===== src/rtl/mppt_pno_multi.sv =====
// Multi-channel perturb-and-observe MPPT: one shared multiplier walks the channels, one shared PWM carrier.
// Optional build macro MPPT_DEADBAND_EN: power changes within +/-DEADBAND are treated as "no change".
//
// state | meaning
// IDLE  | waiting for a sample vector, sample_ready high
// MUL   | registering P = v*i for channel ch
// UPD   | P&O step of channel ch, then next channel or back to IDLE
module mppt_pno_multi #(
  parameter int NCH       = 2,
  parameter int DW        = 16,
  parameter int DUTY_W    = 8,
  parameter int DUTY_INIT = 128,
  parameter int DUTY_MIN  = 16,
  parameter int DUTY_MAX  = 240,
  parameter int STEP      = 1,
  parameter int DEADBAND  = 0
) (
  input  logic                  clk,
  input  logic                  rst,
  input  logic [NCH-1:0]        en,
  input  logic                  sample_valid,
  output logic                  sample_ready,
  input  logic [NCH*DW-1:0]     v_in,
  input  logic [NCH*DW-1:0]     i_in,
  output logic [NCH*DUTY_W-1:0] duty_out,
  output logic [NCH-1:0]        pwm_out,
  output logic                  busy
);

  localparam int CH_W = (NCH > 1) ? $clog2(NCH) : 1;
  localparam int PW   = 2 * DW;

  localparam logic [DUTY_W-1:0] DUTY_INIT_V = DUTY_W'(DUTY_INIT);
  localparam logic [DUTY_W-1:0] DUTY_MIN_V  = DUTY_W'(DUTY_MIN);
  localparam logic [DUTY_W-1:0] DUTY_MAX_V  = DUTY_W'(DUTY_MAX);
  localparam logic [DUTY_W-1:0] DUTY_STEP_V = DUTY_W'(STEP);
  localparam logic [DUTY_W:0]   D_STEP      = (DUTY_W+1)'(STEP);
  localparam logic [DUTY_W:0]   D_MAX       = (DUTY_W+1)'(DUTY_MAX);
  localparam logic [DUTY_W:0]   D_DN_LIM    = (DUTY_W+1)'(DUTY_MIN + STEP);

  if (NCH < 1 || NCH > 8 || DEADBAND < 0) begin : g_bad_param
    $error("mppt_pno_multi: parameter out of range");
  end

  typedef enum logic [1:0] {IDLE, MUL, UPD} state_t;

  state_t            state, state_nxt;
  logic [CH_W-1:0]   ch;
  logic              accept, last_ch;
  logic [DW-1:0]     v_lat [NCH];
  logic [DW-1:0]     i_lat [NCH];
  logic [PW-1:0]     prod;
  logic [PW-1:0]     pprev [NCH];
  logic [DUTY_W-1:0] duty [NCH];
  logic [DUTY_W-1:0] shadow [NCH];
  logic [NCH-1:0]    dir, primed, pwm_q;
  logic [DUTY_W-1:0] carrier;

  logic              p_gt, p_lt, step_up, upd_dir;
  logic [DUTY_W:0]   duty_ext;
  logic [DUTY_W-1:0] upd_duty;
`ifdef MPPT_DEADBAND_EN
  localparam logic [PW:0] DB_LIM = (PW+1)'(DEADBAND);
  logic [PW:0] p_diff, p_mag;
`endif

  assign last_ch      = (ch == CH_W'(NCH - 1));
  assign sample_ready = (state == IDLE);
  assign busy         = (state != IDLE);
  assign pwm_out      = pwm_q;

  always_comb begin
    for (int c = 0; c < NCH; c++) duty_out[c*DUTY_W +: DUTY_W] = duty[c];
  end

  always_ff @(posedge clk) begin
    if (rst) state <= IDLE;
    else     state <= state_nxt;
  end

  always_comb begin
    state_nxt = state;
    accept    = 1'b0;
    case (state)
      IDLE: if (sample_valid) begin
        accept    = 1'b1;
        state_nxt = MUL;
      end
      MUL:     state_nxt = UPD;
      UPD:     state_nxt = last_ch ? IDLE : MUL;
      default: state_nxt = IDLE;
    endcase
  end

  // Step decision for the channel currently selected by ch
  always_comb begin
    p_gt = (prod > pprev[ch]);
    p_lt = (prod < pprev[ch]);
`ifdef MPPT_DEADBAND_EN
    p_diff = {1'b0, prod} - {1'b0, pprev[ch]};
    p_mag  = p_diff[PW] ? (~p_diff + 1'b1) : p_diff;
    if (p_mag <= DB_LIM) begin
      p_gt = 1'b0;
      p_lt = 1'b0;
    end
`endif
    step_up  = p_lt ? ~dir[ch] : dir[ch];
    duty_ext = {1'b0, duty[ch]};
    upd_duty = duty[ch];
    upd_dir  = dir[ch];
    if (p_gt || p_lt) begin
      // A step that would cross a rail pins the duty and turns the search around
      if (step_up) begin
        if (duty_ext + D_STEP > D_MAX) begin
          upd_duty = DUTY_MAX_V;
          upd_dir  = 1'b0;
        end else begin
          upd_duty = DUTY_W'(duty_ext + D_STEP);
          upd_dir  = 1'b1;
        end
      end else begin
        if (duty_ext < D_DN_LIM) begin
          upd_duty = DUTY_MIN_V;
          upd_dir  = 1'b1;
        end else begin
          upd_duty = duty[ch] - DUTY_STEP_V;
          upd_dir  = 1'b0;
        end
      end
    end
  end

  always_ff @(posedge clk) begin
    if (rst) begin
      ch      <= '0;
      prod    <= '0;
      carrier <= '0;
      pwm_q   <= '0;
      dir     <= '1;
      primed  <= '0;
      for (int c = 0; c < NCH; c++) begin
        duty[c]   <= DUTY_INIT_V;
        shadow[c] <= DUTY_INIT_V;
        pprev[c]  <= '0;
        v_lat[c]  <= '0;
        i_lat[c]  <= '0;
      end
    end else begin
      if (accept) begin
        ch <= '0;
        for (int c = 0; c < NCH; c++) begin
          v_lat[c] <= v_in[c*DW +: DW];
          i_lat[c] <= i_in[c*DW +: DW];
        end
      end else if (state == UPD && !last_ch) begin
        ch <= ch + 1'b1;
      end

      if (state == MUL) prod <= PW'(v_lat[ch]) * PW'(i_lat[ch]);

      carrier <= carrier + 1'b1;
      for (int c = 0; c < NCH; c++) begin
        if (carrier == '1) shadow[c] <= duty[c];
        pwm_q[c] <= en[c] & (carrier < shadow[c]);

        if (!en[c]) begin
          duty[c]   <= DUTY_INIT_V;
          dir[c]    <= 1'b1;
          primed[c] <= 1'b0;
        end else if (state == UPD && ch == CH_W'(c)) begin
          pprev[c]  <= prod;
          primed[c] <= 1'b1;
          if (primed[c]) begin
            duty[c] <= upd_duty;
            dir[c]  <= upd_dir;
          end
        end
      end
    end
  end

endmodule


===== config.mk =====
export PLATFORM = sky130hd
export DESIGN_NAME = mppt_pno_multi
export DESIGN_NICKNAME = d
export VERILOG_FILES = /design/src/rtl/mppt_pno_multi.sv
export SDC_FILE = /design/constraint.sdc
export NUM_CORES = 1
export LEC_CHECK = 0
export ABC_CLOCK_PERIOD_IN_PS = 9600
export CAP_MARGIN = 0
export CORE_ASPECT_RATIO = 0.9
export CORE_UTILIZATION = 60
export DETAILED_ROUTE_END_ITERATION = 8
export PLACE_DENSITY = 0.79
export SYNTH_ARGS = -nofsm -noshare
export SYNTH_HDL_FRONTEND = slang
export SYNTH_SLANG_ARGS = --single-unit
export TNS_END_PERCENT = 20

===== constraint.sdc =====
create_clock -name clk -period 9.6 [get_ports clk]
set_input_delay 1.92 -clock clk [delete_from_list [all_inputs] [get_ports clk]]
set_output_delay 1.92 -clock clk [all_outputs]
set_load 0.05 [all_outputs]

==> results list <==
- Wire length of the first global-routing pass: 72500 microns
* Count of max-cap constraint violations: 0
* Gp weighted congestion: 0.984
* Instance count of the mapped netlist: 1845
- Biggest area consumer among synthesized cells: sky130_fd_sc_hd__edfxtp_1
- The die covers 0.0315 sq mm.
- Summing the sequential cell areas from Yosys gives 31.4% of the chip area.
* Signal arrival time at the worst endpoint: 8.12 ns
- Estimated wirelength of the detail-placed design: 33100 microns
* Mapped Nets: 2262
- Setup violations, final: 0
- Averaged over all synthesized cells, the footprint is 10.0 sq um.
* Via count: 13395
* Drt first pass iters: 6
* Power Total: 3.73 mW
- In the synthesized netlist, the cells that appear most often are sky130_fd_sc_hd__inv_1 (270), sky130_fd_sc_hd__nand2_1 (217), sky130_fd_sc_hd__fa_1 (194).
- Die Width: 187 microns
* Number of clock buffers inserted by TritonCTS: 23
- The tree built by TritonCTS fans out to 210 sinks.
- Global routing used 29.1% of the available tracks.
- CP Class: flop to flop
- The clock arrives with 0.0309 ns of skew.
- The flow ran to the end, and the final reports show no timing, DRC or antenna violations.
* Latest clock arrival within the worst-skew pair: 0.53 ns
- Share of the cycle needed by the critical path after routing: 79.8%
* Effective utilization at floorplan: 61.3%
* Post-synthesis async set-or-reset flop share: 0%
- Total grt overflow: 0
* Final core occ: 68.3%
- Final Slew Violations: 0
- Dpl ws: 2.06 ns
- Post-Route WL: 43300 microns
* Static Leak: 9.15 nW
- Antenna-violating nets left: 0
* Crit path to: prod[31]
- The die is 168 microns tall.
- The post-route netlist has 5.84% of its cells at a drive strength greater than 1.
- Peak clock frequency supported by timing: 0.130 GHz
* Maximum VDD drop: 0.000161 V
* DRC violations left: 0
* Crit Reg-Reg Endpoint: prod[31]
- Once the clock tree was built, the setup fixing pass inserted 0 buffers.
- Final Hold Violating Endpoints: 0
- Compared with the post-synthesis result, the final layout area differs by 11.3%.
- Maximum root-to-sink buffer count: 3
- The worst setup path is captured at a flop.
- Cell area after technology mapping: 0.0185 sq mm
- After the last flow step, the layout net total stands at 2336.
- Final Critical Period: 7.66 ns
* HP Class: flop to flop
- Number of H-tree levels: 1
- Power density over the cells: 182 mW/mm^2
* Portion of synthesized cell area occupied by the leading cell type: 26.0%
- Library cell with the highest instance count after synthesis: sky130_fd_sc_hd__inv_1
* Leading cell types by total area after synthesis: sky130_fd_sc_hd__edfxtp_1 (26%), sky130_fd_sc_hd__fa_1 (21%), sky130_fd_sc_hd__ha_1 (10%)
* Summed negative setup slack over all endpoints: 0 ns
- The initial antenna violation count came to 0.
- The Yosys step of the flow raised 0 warnings.
- Standard-cell row count: 60
- TritonCTS built the clock tree.
- Worst Slack Setup Final: 1.94 ns
- EDFF count, synth: 160
- The repair_antennas step left the layout with diodes totalling 0.
- At the pin with the least slew margin, the transition time is 1.08 ns.
- Hold buffer count at cts: 0
* Cells resized by post-CTS repair: 0
- The worst setup path is launched from a flop.
* Clk slew on worst S/H paths: 0.06 ns
- The netlist uses 76 different library cells.
- Required time at the worst-slack endpoint: 10.06 ns
- Total of flip-flops plus latches after synthesis: 210
- Reg-to-reg slack, setup: 1.94 ns
- Clock root buffer master: sky130_fd_sc_hd__clkbuf_16
- In the final routed layout, each cell accounts on average for 18.5 microns.
* Worst R2R Path Depth: 23
* Number of placed I/O pins: 89
- Predominant post-synthesis flop cell: sky130_fd_sc_hd__edfxtp_1
- Using the TritonRoute via totals, the vias-per-cell ratio works out to 5.73.
* Maximum fanout along the worst path: 49
- RSZ-0062 raised after global routing: false
- Entering global routing, the biggest net connects 65 pins.
* Area inside the core boundary: 0.0301 sq mm
- The first routing iteration left 992 violations.
- Input and output buffers added on the ports amount to 88.
- Number of global-route vias before repair: 14320
- Worst-case headroom to the max-slew limit: 25.9%
cell families (layout without fill, tap and decap cells):
family          after synthesis  after routing  synth area share (%)
fa+ha+maj                   348            348                  31.5
xor+xnor                     30             30                  1.52
flops                       210            210                  31.4
compound gates              190            190                  6.57
simple gates                628            628                  16.0
buf+inv                     332            423                  6.95
mux                         107            107                  6.04
how the worst min path moves through the flow:
stage               slack, ns  cells past startpoint  startpoint          to
detailed placement       0.47                      2    prod[16]    prod[16]
floorplan                0.43                      2     prod[0]     prod[0]
finish                   0.47                      2    prod[16]    prod[16]
global placement         0.45                      1  carrier[0]  carrier[0]
CTS                      0.47                      2    prod[16]    prod[16]
global route             0.49                      2    prod[16]    prod[16]
critical path, cell delays in order, from the launching register on:
cell and delay [ns]:
sky130_fd_sc_hd__dfxtp_4 0.80, sky130_fd_sc_hd__mux2i_1 0.96, sky130_fd_sc_hd__nor2_1 0.17, sky130_fd_sc_hd__fa_1 0.54, sky130_fd_sc_hd__inv_1 0.05, sky130_fd_sc_hd__fa_1 0.39, sky130_fd_sc_hd__fa_1 0.52, sky130_fd_sc_hd__fa_1 0.55
sky130_fd_sc_hd__inv_1 0.05, sky130_fd_sc_hd__fa_1 0.47, sky130_fd_sc_hd__inv_1 0.05, sky130_fd_sc_hd__fa_1 0.48, sky130_fd_sc_hd__inv_1 0.04, sky130_fd_sc_hd__ha_1 0.34, sky130_fd_sc_hd__nand4_1 0.21, sky130_fd_sc_hd__nand4bb_1 0.26
sky130_fd_sc_hd__nand2b_1 0.12, sky130_fd_sc_hd__o41ai_1 0.11, sky130_fd_sc_hd__a21oi_1 0.24, sky130_fd_sc_hd__o21ai_1 0.17, sky130_fd_sc_hd__a311oi_2 0.37, sky130_fd_sc_hd__nand2_1 0.13, sky130_fd_sc_hd__a2111o_1 0.37, sky130_fd_sc_hd__a31oi_1 0.16
state kept, by name, indices dropped and copies added (netlist names), 8 cells and up, named ones only:
| signal | count |
|---|---|
| pprev | 64 |
| i_lat | 32 |
| prod | 32 |
| v_lat | 32 |
| duty | 16 |
| shadow | 16 |
| carrier | 8 |
cells in the final DEF (no fill, tap or decap), types with 5 or more instances in the layout:
cell type,netlist,final
sky130_fd_sc_hd__nor3_1,26,25
sky130_fd_sc_hd__nor2_1,171,170
sky130_fd_sc_hd__a21o_1,19,19
sky130_fd_sc_hd__inv_1,270,270
sky130_fd_sc_hd__o211ai_1,7,7
sky130_fd_sc_hd__nand2_1,217,217
sky130_fd_sc_hd__mux2_2,33,33
sky130_fd_sc_hd__buf_4,1,22
sky130_fd_sc_hd__and2_1,111,111
sky130_fd_sc_hd__fa_1,194,194
sky130_fd_sc_hd__clkdlybuf4s50_1,0,87
sky130_fd_sc_hd__xor2_1,9,9
sky130_fd_sc_hd__ha_1,154,154
sky130_fd_sc_hd__xnor2_1,20,20
sky130_fd_sc_hd__edfxtp_1,160,160
sky130_fd_sc_hd__dfxtp_1,50,49
sky130_fd_sc_hd__nand4_1,14,14
sky130_fd_sc_hd__clkbuf_1,46,7
sky130_fd_sc_hd__clkbuf_16,0,23
sky130_fd_sc_hd__a21oi_1,75,75
sky130_fd_sc_hd__o21ai_0,25,25
sky130_fd_sc_hd__nand2b_1,21,20
sky130_fd_sc_hd__mux2i_1,73,73
sky130_fd_sc_hd__or3_1,5,5
sky130_fd_sc_hd__nor2b_1,16,15
sky130_fd_sc_hd__a31oi_1,11,11
sky130_fd_sc_hd__a211oi_1,9,9
sky130_fd_sc_hd__nand3_1,21,21
power breakdown:
group,internal [mW],leakage [nW],switching (mW)
Sequential,1.05,2.09,0.0487
Combinational,0.685,6.68,1.03
Clock,0.557,0.381,0.365
Total,2.29,9.15,1.44
through the flow:
step	cell area, sq um	hold WS [ns]	cells
floorplan	18500	0.432	1845
global placement	19800	0.453	2297
detailed placement	19800	0.467	2297
CTS	20600	0.474	2339
global route	20600	0.490	2339
finish	20600	0.473	2339
final cells by class:
class	instances	area, sq um
sequential	210	5810
multi-input combinational	1303	11400
fill	2303	9550
clock buffer	34	657
tap	403	504
clock inverter	8	130
inverter	271	1020
timing repair buffer	110	1040
routing by layer:
metal	track usage, %	up-vias	part of all wire (%)
li1	-	6212	-
met2	48.7	492	47
met4	9.02	0	2.8
met3	5.69	98	8.0
met1	38.5	6593	42
met5	0	-	0
No activity file was read; power rests on OpenSTA's default activity.
